===== config.mk =====
export PLATFORM = sky130hd
export DESIGN_NAME = pwm_level_decoder
export DESIGN_NICKNAME = d
export VERILOG_FILES = /design/src/rtl/pwm_level_decoder.sv
export SDC_FILE = /design/constraint.sdc
export NUM_CORES = 1
export LEC_CHECK = 0
export CAP_MARGIN = 25
export CORE_MARGIN = 1
export CORE_UTILIZATION = 40
export DETAILED_ROUTE_END_ITERATION = 12
export PLACE_DENSITY = 0.56
export SLEW_MARGIN = 20
export SYNTH_ARGS = -nofsm -noshare
export SYNTH_HDL_FRONTEND = slang
export SYNTH_SLANG_ARGS = --single-unit

===== constraint.sdc =====
create_clock -name oneMHzClock -period 2.2 [get_ports oneMHzClock]
set_input_delay 0.66 -clock oneMHzClock [delete_from_list [all_inputs] [get_ports oneMHzClock]]
set_output_delay 0.66 -clock oneMHzClock [all_outputs]
set_load 0.01 [all_outputs]

===== src/rtl/pwm_level_decoder.sv =====
// rtl/pwm_level_decoder.sv - recovers the PWM brightness level by counting high samples per window
// A level is accepted only after CONFIRM equal windows; lock drops after LOSS_WINDOWS unresolved windows.
`timescale 1ns/1ps
module pwm_level_decoder #(
  parameter int PERIOD       = 16,
  parameter int CNT_BITS     = 4,
  parameter int CONFIRM      = 2,
  parameter int LOSS_WINDOWS = 4
) (
  input  logic                oneMHzClock,
  input  logic                reset_n,
  input  logic                pwm_in,
  output logic [CNT_BITS-1:0] level,
  output logic                level_strobe,
  output logic                full_on,
  output logic                locked
);

  localparam int MW = $clog2(CONFIRM + 1);
  localparam int LW = $clog2(LOSS_WINDOWS + 1);

  localparam logic [MW-1:0]       MATCH_MAX = MW'(CONFIRM);
  localparam logic [LW-1:0]       LOSS_MAX  = LW'(LOSS_WINDOWS);
  localparam logic [CNT_BITS:0]   FULL_CNT  = (CNT_BITS + 1)'(PERIOD);
  localparam logic [CNT_BITS-1:0] WCNT_LAST = CNT_BITS'(PERIOD - 1);

  localparam logic [1:0] ST_ACQUIRE = 2'd0;
  localparam logic [1:0] ST_LOCKED  = 2'd1;
  localparam logic [1:0] ST_CHANGE  = 2'd2;

  logic                sync1_q, sync1_d;
  logic                sync2_q, sync2_d;
  logic [CNT_BITS-1:0] wcnt_q, wcnt_d;
  logic [CNT_BITS:0]   hcnt_q, hcnt_d;
  logic [CNT_BITS:0]   cand_q, cand_d;
  logic [MW-1:0]       match_q, match_d;
  logic [LW-1:0]       lossc_q, lossc_d;
  logic [1:0]          state_q, state_d;
  logic [CNT_BITS:0]   acc_q, acc_d;
  logic                acc_vld_q, acc_vld_d;
  logic [CNT_BITS-1:0] level_q, level_d;
  logic                strobe_q, strobe_d;
  logic                full_on_q, full_on_d;
  logic                locked_q, locked_d;

  logic              we;
  logic [CNT_BITS:0] sample;
  logic              conf;
  logic              accept;

  always_comb begin
    sync1_d   = pwm_in;
    sync2_d   = sync1_q;
    wcnt_d    = wcnt_q + 1'b1;
    we        = (wcnt_q == WCNT_LAST);
    // The sample of the last clock is folded in so a window covers exactly PERIOD samples.
    sample    = hcnt_q + {{CNT_BITS{1'b0}}, sync2_q};
    hcnt_d    = we ? '0 : sample;
    cand_d    = cand_q;
    match_d   = match_q;
    lossc_d   = lossc_q;
    state_d   = state_q;
    acc_d     = acc_q;
    acc_vld_d = acc_vld_q;
    level_d   = level_q;
    full_on_d = full_on_q;
    locked_d  = locked_q;
    strobe_d  = 1'b0;
    conf      = 1'b0;
    accept    = 1'b0;

    if (we) begin
      if (sample == cand_q) begin
        if (match_q != MATCH_MAX) begin
          match_d = match_q + 1'b1;
        end
      end else begin
        cand_d  = sample;
        match_d = MW'(1);
      end
      conf = (match_d == MATCH_MAX);

      case (state_q)
        ST_ACQUIRE: begin
          if (conf) begin
            accept = 1'b1;
          end
        end
        ST_LOCKED: begin
          if (sample != acc_q) begin
            state_d = ST_CHANGE;
            lossc_d = LW'(1);
          end
        end
        ST_CHANGE: begin
          if (sample == acc_q) begin
            state_d = ST_LOCKED;
          end else if (conf) begin
            accept = 1'b1;
          end else begin
            lossc_d = lossc_q + 1'b1;
            if (lossc_d >= LOSS_MAX) begin
              state_d = ST_ACQUIRE;
              lossc_d = '0;
            end
          end
        end
        default: begin
          state_d = ST_ACQUIRE;
        end
      endcase

      // Reloading the value already held keeps the strobe quiet.
      if (accept) begin
        state_d   = ST_LOCKED;
        acc_d     = cand_d;
        acc_vld_d = 1'b1;
        strobe_d  = !acc_vld_q || (cand_d != acc_q);
        level_d   = (cand_d >= FULL_CNT) ? {CNT_BITS{1'b1}} : cand_d[CNT_BITS-1:0];
        full_on_d = (cand_d == FULL_CNT);
      end
      locked_d = (state_d != ST_ACQUIRE);
    end
  end

  always_ff @(posedge oneMHzClock or negedge reset_n) begin
    if (!reset_n) begin
      sync1_q   <= 1'b0;
      sync2_q   <= 1'b0;
      wcnt_q    <= '0;
      hcnt_q    <= '0;
      cand_q    <= '0;
      match_q   <= '0;
      lossc_q   <= '0;
      state_q   <= ST_ACQUIRE;
      acc_q     <= '0;
      acc_vld_q <= 1'b0;
      level_q   <= '0;
      strobe_q  <= 1'b0;
      full_on_q <= 1'b0;
      locked_q  <= 1'b0;
    end else begin
      sync1_q   <= sync1_d;
      sync2_q   <= sync2_d;
      wcnt_q    <= wcnt_d;
      hcnt_q    <= hcnt_d;
      cand_q    <= cand_d;
      match_q   <= match_d;
      lossc_q   <= lossc_d;
      state_q   <= state_d;
      acc_q     <= acc_d;
      acc_vld_q <= acc_vld_d;
      level_q   <= level_d;
      strobe_q  <= strobe_d;
      full_on_q <= full_on_d;
      locked_q  <= locked_d;
    end
  end

  assign level        = level_q;
  assign level_strobe = strobe_q;
  assign full_on      = full_on_q;
  assign locked       = locked_q;

endmodule


; Word level (Yosys, flattened, before mapping)
; Cells that the tools add are included.
[classes]
magnitude_cmp = 2
n_reduce_logical = 7
addsub = 4
n_eq_ne = 13
muxes = 25
[ops]
columns = operator, count
row1 = 2-bit 2-to-1 mux, 9
row2 = 5-bit 2-to-1 mux, 3
row3 = 3-bit 2-to-1 mux, 4
row4 = 5-bit equality test, 2
row5 = 5-bit != test, 2
row6 = 2-bit != test (second input constant), 4
row7 = 2-bit case mux with 3 select lines, 1
row8 = 3-bit case mux with 2 select lines, 1
row9 = 5-bit by 1-bit adder with 5-bit output, 1
row10 = 5-bit equality test (second input constant), 1
row11 = 5-bit >= comparator (second input constant), 1
row12 = 1-bit 2-to-1 mux, 5
row13 = 5-bit AND reduction, 1
row14 = 4-bit by 1-bit adder with 4-bit output (second input constant), 1
row15 = 2-bit equality test (second input constant), 2
row16 = 4-bit equality test (second input constant), 1
row17 = 4-bit 2-to-1 mux, 1
row18 = 2-bit nonzero test, 2
row19 = 3-bit by 1-bit adder with 3-bit output (second input constant), 1
row20 = 3-bit >= comparator (second input constant), 1
row21 = 2-bit by 1-bit adder with 2-bit output (second input constant), 1
row22 = 2-bit by 1-bit equality test with 1-bit output (second input constant), 1
row23 = 2-bit logical NOT, 1
row24 = 1-bit case mux with 2 select lines, 1
row25 = other kinds (3), 3
[totals]
out_inout_bits = 7
regBits = 36
word_cells = 65
input_bits = 3

; Longest topological paths before layout
[depth]
depth_word = 12
ltp_mapped = 10
depth_no_buf = 8

; Worst setup path before layout
; No wires, ideal clock.
[synth_path]
path_type = reg2reg
from = register sync2_q
to = register acc_q[0]
t_arrival_ns = 2.128
synth_period_minus_slack_ns = 2.254
t_required_ns = 2.075
stages_incl_launch_ff = 10
slack_ns = -0.054
setup_ns = 0.125
cell_sequence = dfrtp_1 > ha_1 > ha_1 > buf_1 > xnor2_1 > and3_4 > nand4_1 > a21oi_2 > buf_6 > mux2_4
[synth_via]
elab_chain_len = 10
elab_cells_between_ends = 13
classes_between = add/sub (1) / eq/ne (3) / mux (8) / reduce/logical (1)
[synth_lines]
columns = item, line_no
row1 = start: declaration, 32  ; logic sync2_q, sync2_d;
row2 = start signal: assignment, 144  ; sync2_q <= sync2_d;
row3 = 5-bit by 1-bit adder with 5-bit output *, 57  ; sample = hcnt_q + {{CNT_BITS{1'b0}}, sync2_q};
row4 = 5-bit equality test, 73  ; if (sample == cand_q) begin
row5 = 2-bit 2-to-1 mux, 73
row6 = 2-bit 2-to-1 mux, 72  ; if (we) begin
row7 = 2-bit equality test, 81  ; conf = (match_d == MATCH_MAX);
row8 = 1-bit 2-to-1 mux, "85, 98"
row9 = 1-bit 2-to-1 mux, 96  ; if (sample == acc_q) begin
row10 = 1-bit case mux with 2 select lines, 83  ; case (state_q)
row11 = 1-bit 2-to-1 mux, 72
row12 = 2-bit AND reduction (no source line), --
row13 = end signal: assignment, 136  ; acc_q <= '0;
row14 = end signal: assignment, 151  ; acc_q <= acc_d;
row15 = end: declaration, 39  ; logic [CNT_BITS:0] acc_q, acc_d;
; Every way passes the cells marked *; elsewhere a longest branch is shown, timed or not. The select of a mux whose other input is x is not followed.
; A chain may end at the register's enable or synchronous reset.

; Worst setup path after layout
[layout_path]
from = register hcnt_q[2]
to = register state_q[1]
[layout_via]
elab_chain_len = 11
elab_cells_between_ends = 17
classes_between = add/sub (1) / eq/ne (4) / mux (12)
[layout_lines]
columns = item, line_no
row1 = start: declaration, 34  ; logic [CNT_BITS:0] hcnt_q, hcnt_d;
row2 = start signal: assignment, 146  ; hcnt_q <= hcnt_d;
row3 = 5-bit by 1-bit adder with 5-bit output *, 57
row4 = 5-bit equality test, 73
row5 = 2-bit 2-to-1 mux, 73
row6 = 2-bit 2-to-1 mux, 72
row7 = 2-bit equality test, 81
row8 = 1-bit 2-to-1 mux, "85, 98"
row9 = 1-bit 2-to-1 mux, 96
row10 = 1-bit case mux with 2 select lines, 83
row11 = 1-bit 2-to-1 mux, 72
row12 = 2-bit 2-to-1 mux *, 114  ; if (accept) begin
row13 = 2-bit 2-to-1 mux *, 72
row14 = end signal: assignment, 150  ; state_q <= state_d;
row15 = end: declaration, 38  ; logic [1:0] state_q, state_d;
; Marks and branches as above.

==> results.ini <==
[clock_tree]
cts_hold_buffers = 0
path_clk_slew_ns = 0.07
root_buffer = clkbuf_8
clock_latency_ns = 0.28
numClockSinks = 36
cts_tree = done
numCtsBuffers = 5
cts.path.max_buffers = 2
h-tree-depth = 2

[synth]
synth_warnings = 0
ys_ff_latch = 36
ys.flop_type = dfrtp_1
synth-edff-count = 0
synth_common_cells = dfrtp_1, nand2_1, nor2_1, xnor2_1, xor2_1
synth_top_area_cell = dfrtp_1
ys_async_sr_fraction = 1.00
synth.top_cell.area_share = 0.478
yosysMostFrequentCell = dfrtp_1
postSynthCellCount = 167
ys_types = 48
syn_avg_cell_area_um2 = 11.3
syn_nets = 175
syn_area_um2 = 1880
synthTopCellsByArea = dfrtp_1, mux2_4, xnor2_1
yosysSeqAreaShare = 0.478

[sta]
worst_pin_slew_ns = 0.396
setup_viol = 0
max_clock_freq_mhz = 460
rsz0062_at_grt = yes
finalSetupTns_ns = 0
timing.hold.ws_ns = 0.334
min_period_over_period = 0.988
clock_skew_ns = 0.00645
relSlewSlack = 0.735
timing_hold_violations_final = 0
post-route-min-period_ns = 2.17
slew_viol_final = 0

[drt]
routedWlPerCell_um = 14.7
wl_mm = 3.63
post-route-drc-count = 0
vias = 1265
drt.antenna.violating_nets = 0
via_per_inst = 5.12
drtIter0Drc = 35
first_pass_iters = 4

[cells_and_area]
syn2layout_area_growth_pct = 22.3
drive_gt1_frac = 0.277
layout.cells.non_filler = 247
layout.nets = 203
diodes = 0

[worst_setup_path]
reg2reg_setup_slack_ns = 0.03
critical_path_buf_inv_count = 2
crit_fanout = 11
endpoint_kind = register
cp.required_ns = 2.36
cpPeakStageDelay_ns = 0.46
crit_path_start_kind = register
worst_r2r_path_depth = 8
cp_top_family = compound AO/OA/AOI/OAI gates
reg2reg_from = hcnt_q[2]
timing.rr.end = state_q[1]
crit_chain = buf_4 > xnor2_2 > nor2_1 > o32a_1 > nor4_4 > buf_4 > nor2_1 > a221o_1
critPathArrivalTime_ns = 2.33
crit_slowest_cell = dfrtp_2
worstSetupPathType = register to register

[placement]
numPortBuffers = 9
place_hpwl_mm = 2.58
gp_congestion = 0.844
dp_cells = 237

[floorplan]
core_area_um2 = 4440
die_x_um = 70.6
row_count = 24
num_io_pins = 10
die_h_um = 70.6
initial_utilization = 0.424
dieArea_um2 = 4990

[pwr]
combPwrFrac = 0.278
power_uw = 1850
power.share.sequential = 0.455
p_per_area_nw_per_um2 = 803
p_switching_uw = 538
ir_worst_vdd_uv = 419
p_leak_uw = 0.00110
power_frac_clock = 0.267
p_int_uw = 1310
p_sw_frac = 0.291

[global_routing]
grt_max_degree = 37
grt_usage = 0.161
grt_pass1_vias = 1360
grt_overflow = 0
grt_pass1_wl_mm = 6.23
antenna_found_initial = 0

[run]
maxCapViolations = 0

[run_status]
status = completed

[worst_hold_path]
hp-class = primary input to async pin

-- cells in the final DEF, fill, tap and decap left out, drive strengths merged, types with 4 or more instances in the layout --
| cell | instances |
|---|---|
| ha | 5 |
| xor2 | 8 |
| mux2 | 9 |
| nor2b | 4 |
| inv | 7 |
| dfrtp | 36 |
| buf | 23 |
| nand2 | 15 |
| nand2b | 4 |
| nor2 | 9 |
| xnor2 | 10 |
| clkdlybuf4s50 | 8 |
| and2 | 5 |
| clkbuf | 7 |
| o21ai | 6 |
| nand3 | 6 |
-- flip-flops by register name, summed over array words and instances, names as in the netlist --
name          cells
acc_q             5
cand_q            5
hcnt_q            5
level             4
wcnt_q            4
lossc_q           3
match_q           2
state_q           2
acc_vld_q         1
full_on           1
level_strobe      1
locked            1
sync1_q           1
sync2_q           1
-- through the flow --
stage	util	cell area, um2	worst slack, ns
floorplan	-	1900	0.0125
global placement	0.483	2150	0.0258
detailed placement	0.483	2150	-0.0531
CTS	0.508	2260	0.00308
global route	0.518	2300	-0.0713
finish	0.518	2300	0.0271
-- timing repair --
item                                    in CTS  in global routing
pin swaps                                    3                  2
gates resized for setup                      2                  6
endpoints found under the setup margin       7                 14
buffers inserted                             2                  2
-- worst register-to-register path: cells and delay by family (launching register included) --
| kind | cells | cell delay [ns] |
|---|---|---|
| AOI/OAI and AO/OA | 2 | 0.68 |
| xor gates and xnor gates | 1 | 0.15 |
| buffers and inverters | 2 | 0.42 |
| DFF | 1 | 0.46 |
| and+or+nand+nor | 3 | 0.34 |
-- power by group through the flow --
stage	sequential, uW	clock [uW]	combinational [uW]
2_1_floorplan	825	0	357
3_3_place_gp	845	0	488
3_5_place_dp	850	0	496
4_1_cts	840	516	505
5_1_grt	853	540	567
6_report	841	495	513
-- cell families after synthesis --
| kind of cell | Yosys count | share of synthesized area |
|---|---|---|
| buffers and inverters | 17 | 0.0452 |
| XOR/XNOR | 19 | 0.106 |
| flip-flops | 36 | 0.478 |
| multiplexers | 10 | 0.0731 |
| adder cells (fa/ha/maj) | 5 | 0.0332 |
| AND/OR/NAND/NOR | 56 | 0.165 |
| AO/OA/AOI/OAI | 24 | 0.0990 |
-- layer usage --
metal / track usage / vias up / part of all wire
li1: - / 622 / -
met2: 0.282 / 9 / 0.51
met4: 0.0400 / 0 / 0.0099
met1: 0.199 / 630 / 0.46
met5: 0 / - / 0
met3: 0.0427 / 4 / 0.019
-- how the worst max path moves through the flow --
stage / start / end / slack (ns) / cells past startpoint
global placement: sync2_q / level[2] / 0.03 / 8
floorplan: sync2_q / acc_q[0] / 0.01 / 10
CTS: sync2_q / level[0] / 0.003 / 8
detailed placement: sync2_q / level[0] / -0.05 / 8
global route: sync2_q / acc_q[2] / -0.07 / 9
finish: hcnt_q[2] / state_q[1] / 0.03 / 8
-- layout make-up --
class                      instances  area, um2
tap                               52       65.1
multi-input combinational        114        947
fill                             406       2140
inverter                           7       26.3
sequential                        36        902
clock buffer                       7       96.3
timing repair buffer              31        267
Power figures use the tool's default switching activity.
==> RTL change: new RTL, same flow settings <==
`CNT_BITS`: 4 -> 6.
--- a/src/rtl/pwm_level_decoder.sv
+++ b/src/rtl/pwm_level_decoder.sv
@@ -3,7 +3,7 @@
 `timescale 1ns/1ps
 module pwm_level_decoder #(
   parameter int PERIOD       = 16,
-  parameter int CNT_BITS     = 4,
+  parameter int CNT_BITS     = 6,
   parameter int CONFIRM      = 2,
   parameter int LOSS_WINDOWS = 4
 ) (
Ports: changed (resized level); port bits go from 10 to 12. The function was not compared with the original's and may differ.
==> RTL change against the unedited design <==
- the flow now finishes with violations (setup timing)
- total power rose by 64%
- critical path depth increased by 3
- cell area rose by 34%
- sequential cell count up 10
- final cell count grew 38%
- sequential share of layout area fell by 2.0 points
- global-route usage up 1.5 points
- wire length grew 33%
- worst setup slack worse by 0.31 ns
- area after synthesis increased by 28%
- highest routed layer unchanged
==> RTL change: results (changes against the unedited design) <==
net count of the mapped netlist 230 (+31%); status complete, but fails checks; combined area of the multi-input logic cells 1234 sq um (+30%); signal buffers share of area 15.15% (+3.6 points); sequential share of cell area 37.16% (-2.0 points); net switching fraction of the power 34.32% (+5.2 points); Resize count post-CTS 16 (+14); worst setup slack after placement -0.5054 ns (-0.4523 ns); placed inst area 2846 sq um (+33%); largest net degree at the start of global routing 23 (-38%); detailed-route wire length per cell 14.10 um (-4.0%); worst-case headroom to the max-slew limit 68.66% (-4.9 points); setup slack of the critical path after layout -0.2781 ns (-0.3052 ns); number of clock-tree buffers in the layout 5 (-2); power density over the cells 977.8 nW/um^2 (+22%); leading cell types by total area after synthesis sky130_fd_sc_hd__dfrtp_1 48%, sky130_fd_sc_hd__xnor2_1 5.1%, sky130_fd_sc_hd__mux2i_1 3.3%; most numerous cell types in the synthesized netlist 46 x sky130_fd_sc_hd__dfrtp_1, 19 x sky130_fd_sc_hd__nand2_1, 14 x sky130_fd_sc_hd__xnor2_1; number of global-route vias before repair 1775 (+31%); met2 Use GR 30.09% (+1.9 points); setup violators final 20 (+20); Total Neg Setup Slack -3.948 ns (-3.948 ns); Leak Pwr 1.410 nW (+28%); Post-CTS Setup Inserts 6 (+4); violations in the final reports setup timing; DRT met1 WL 2281 um (+38%); endpoint of the most critical register-to-register path acc_q[1]$_DFFE_PN0P_; count of multi-input gates 151 (+32%); slowest library cell on the worst path sky130_fd_sc_hd__dfrtp_1; fraction of layout instances using a drive strength above 1 30.00% (+2.3 points); net total in the final layout 278 (+37%); synthesized netlist cell count 221 (+32%); Final HPWL DP 3636 um (+41%); flop and latch count out of synthesis 46 (+28%); input/output buffers 11 (+2); largest registers acc_q: 7 flops, cand_q: 7 flops, hcnt_q: 7 flops; launching point of the worst reg2reg path hcnt_q[0]$_DFF_PN0_; sequential cell area fraction in the yosys report 47.87% (about the same); maximum net fanout on the critical path 12 (+1); largest stage delay on the critical path 0.39 ns (-0.07 ns)
RTL change: cell types whose count changed in the layout (fill, tap and decap cells not counted), sizes merged, moves of 4 or more:
cell | unedited run | this run
nand2 | 15 | 19
dfrtp | 36 | 46
xnor2 | 10 | 15
a21oi | 2 | 7
buf | 23 | 43
inv | 7 | 12
nor3 | 2 | 6
mux2i | 1 | 8
nand3 | 6 | 12
RTL change: power by group through the flow:
stage	sequential, W	combinational, W	clock [W]
floorplan	0.00103	0.000841	0
global placement	0.00106	0.00121	0
detailed placement	0.00106	0.00121	0
CTS	0.00105	0.00138	0.000635
global route	0.00106	0.00150	0.000662
finish	0.00104	0.00138	0.000606
RTL change: kinds of logic after synthesis:
logic type                 count (synthesis)  share of synthesized area [%]
AOI/OAI and AO/OA                         35                          10.61
xor gates and xnor gates                  25                          11.08
adders and majority gates                  6                          3.122
buffers and inverters                     24                          5.047
DFF                                       46                          47.87
muxes                                     15                          6.920
and+or+nand+nor                           70                          15.35
RTL change: how the worst min path moves through the flow:
stage,slack (ns),cells after the start,endpoint,startpoint
6_report,0.31,1,cand_q[4]$_DFFE_PN0P_,reset_n
5_1_grt,0.33,1,cand_q[6]$_DFFE_PN0P_,reset_n
4_1_cts,0.32,1,cand_q[3]$_DFFE_PN0P_,reset_n
3_5_place_dp,0.35,0,sync2_q$_DFF_PN0_,sync1_q$_DFF_PN0_
3_3_place_gp,0.35,0,sync2_q$_DFF_PN0_,sync1_q$_DFF_PN0_
2_1_floorplan,0.33,0,sync2_q$_DFF_PN0_,sync1_q$_DFF_PN0_
RTL change: stage by stage:
step           hold WS [ns]  total power [W]
2_1_floorplan        0.3312         0.001872
3_3_place_gp         0.3522         0.002264
3_5_place_dp         0.3484         0.002269
4_1_cts              0.3189         0.003057
5_1_grt              0.3314         0.003229
6_report             0.3125         0.003029
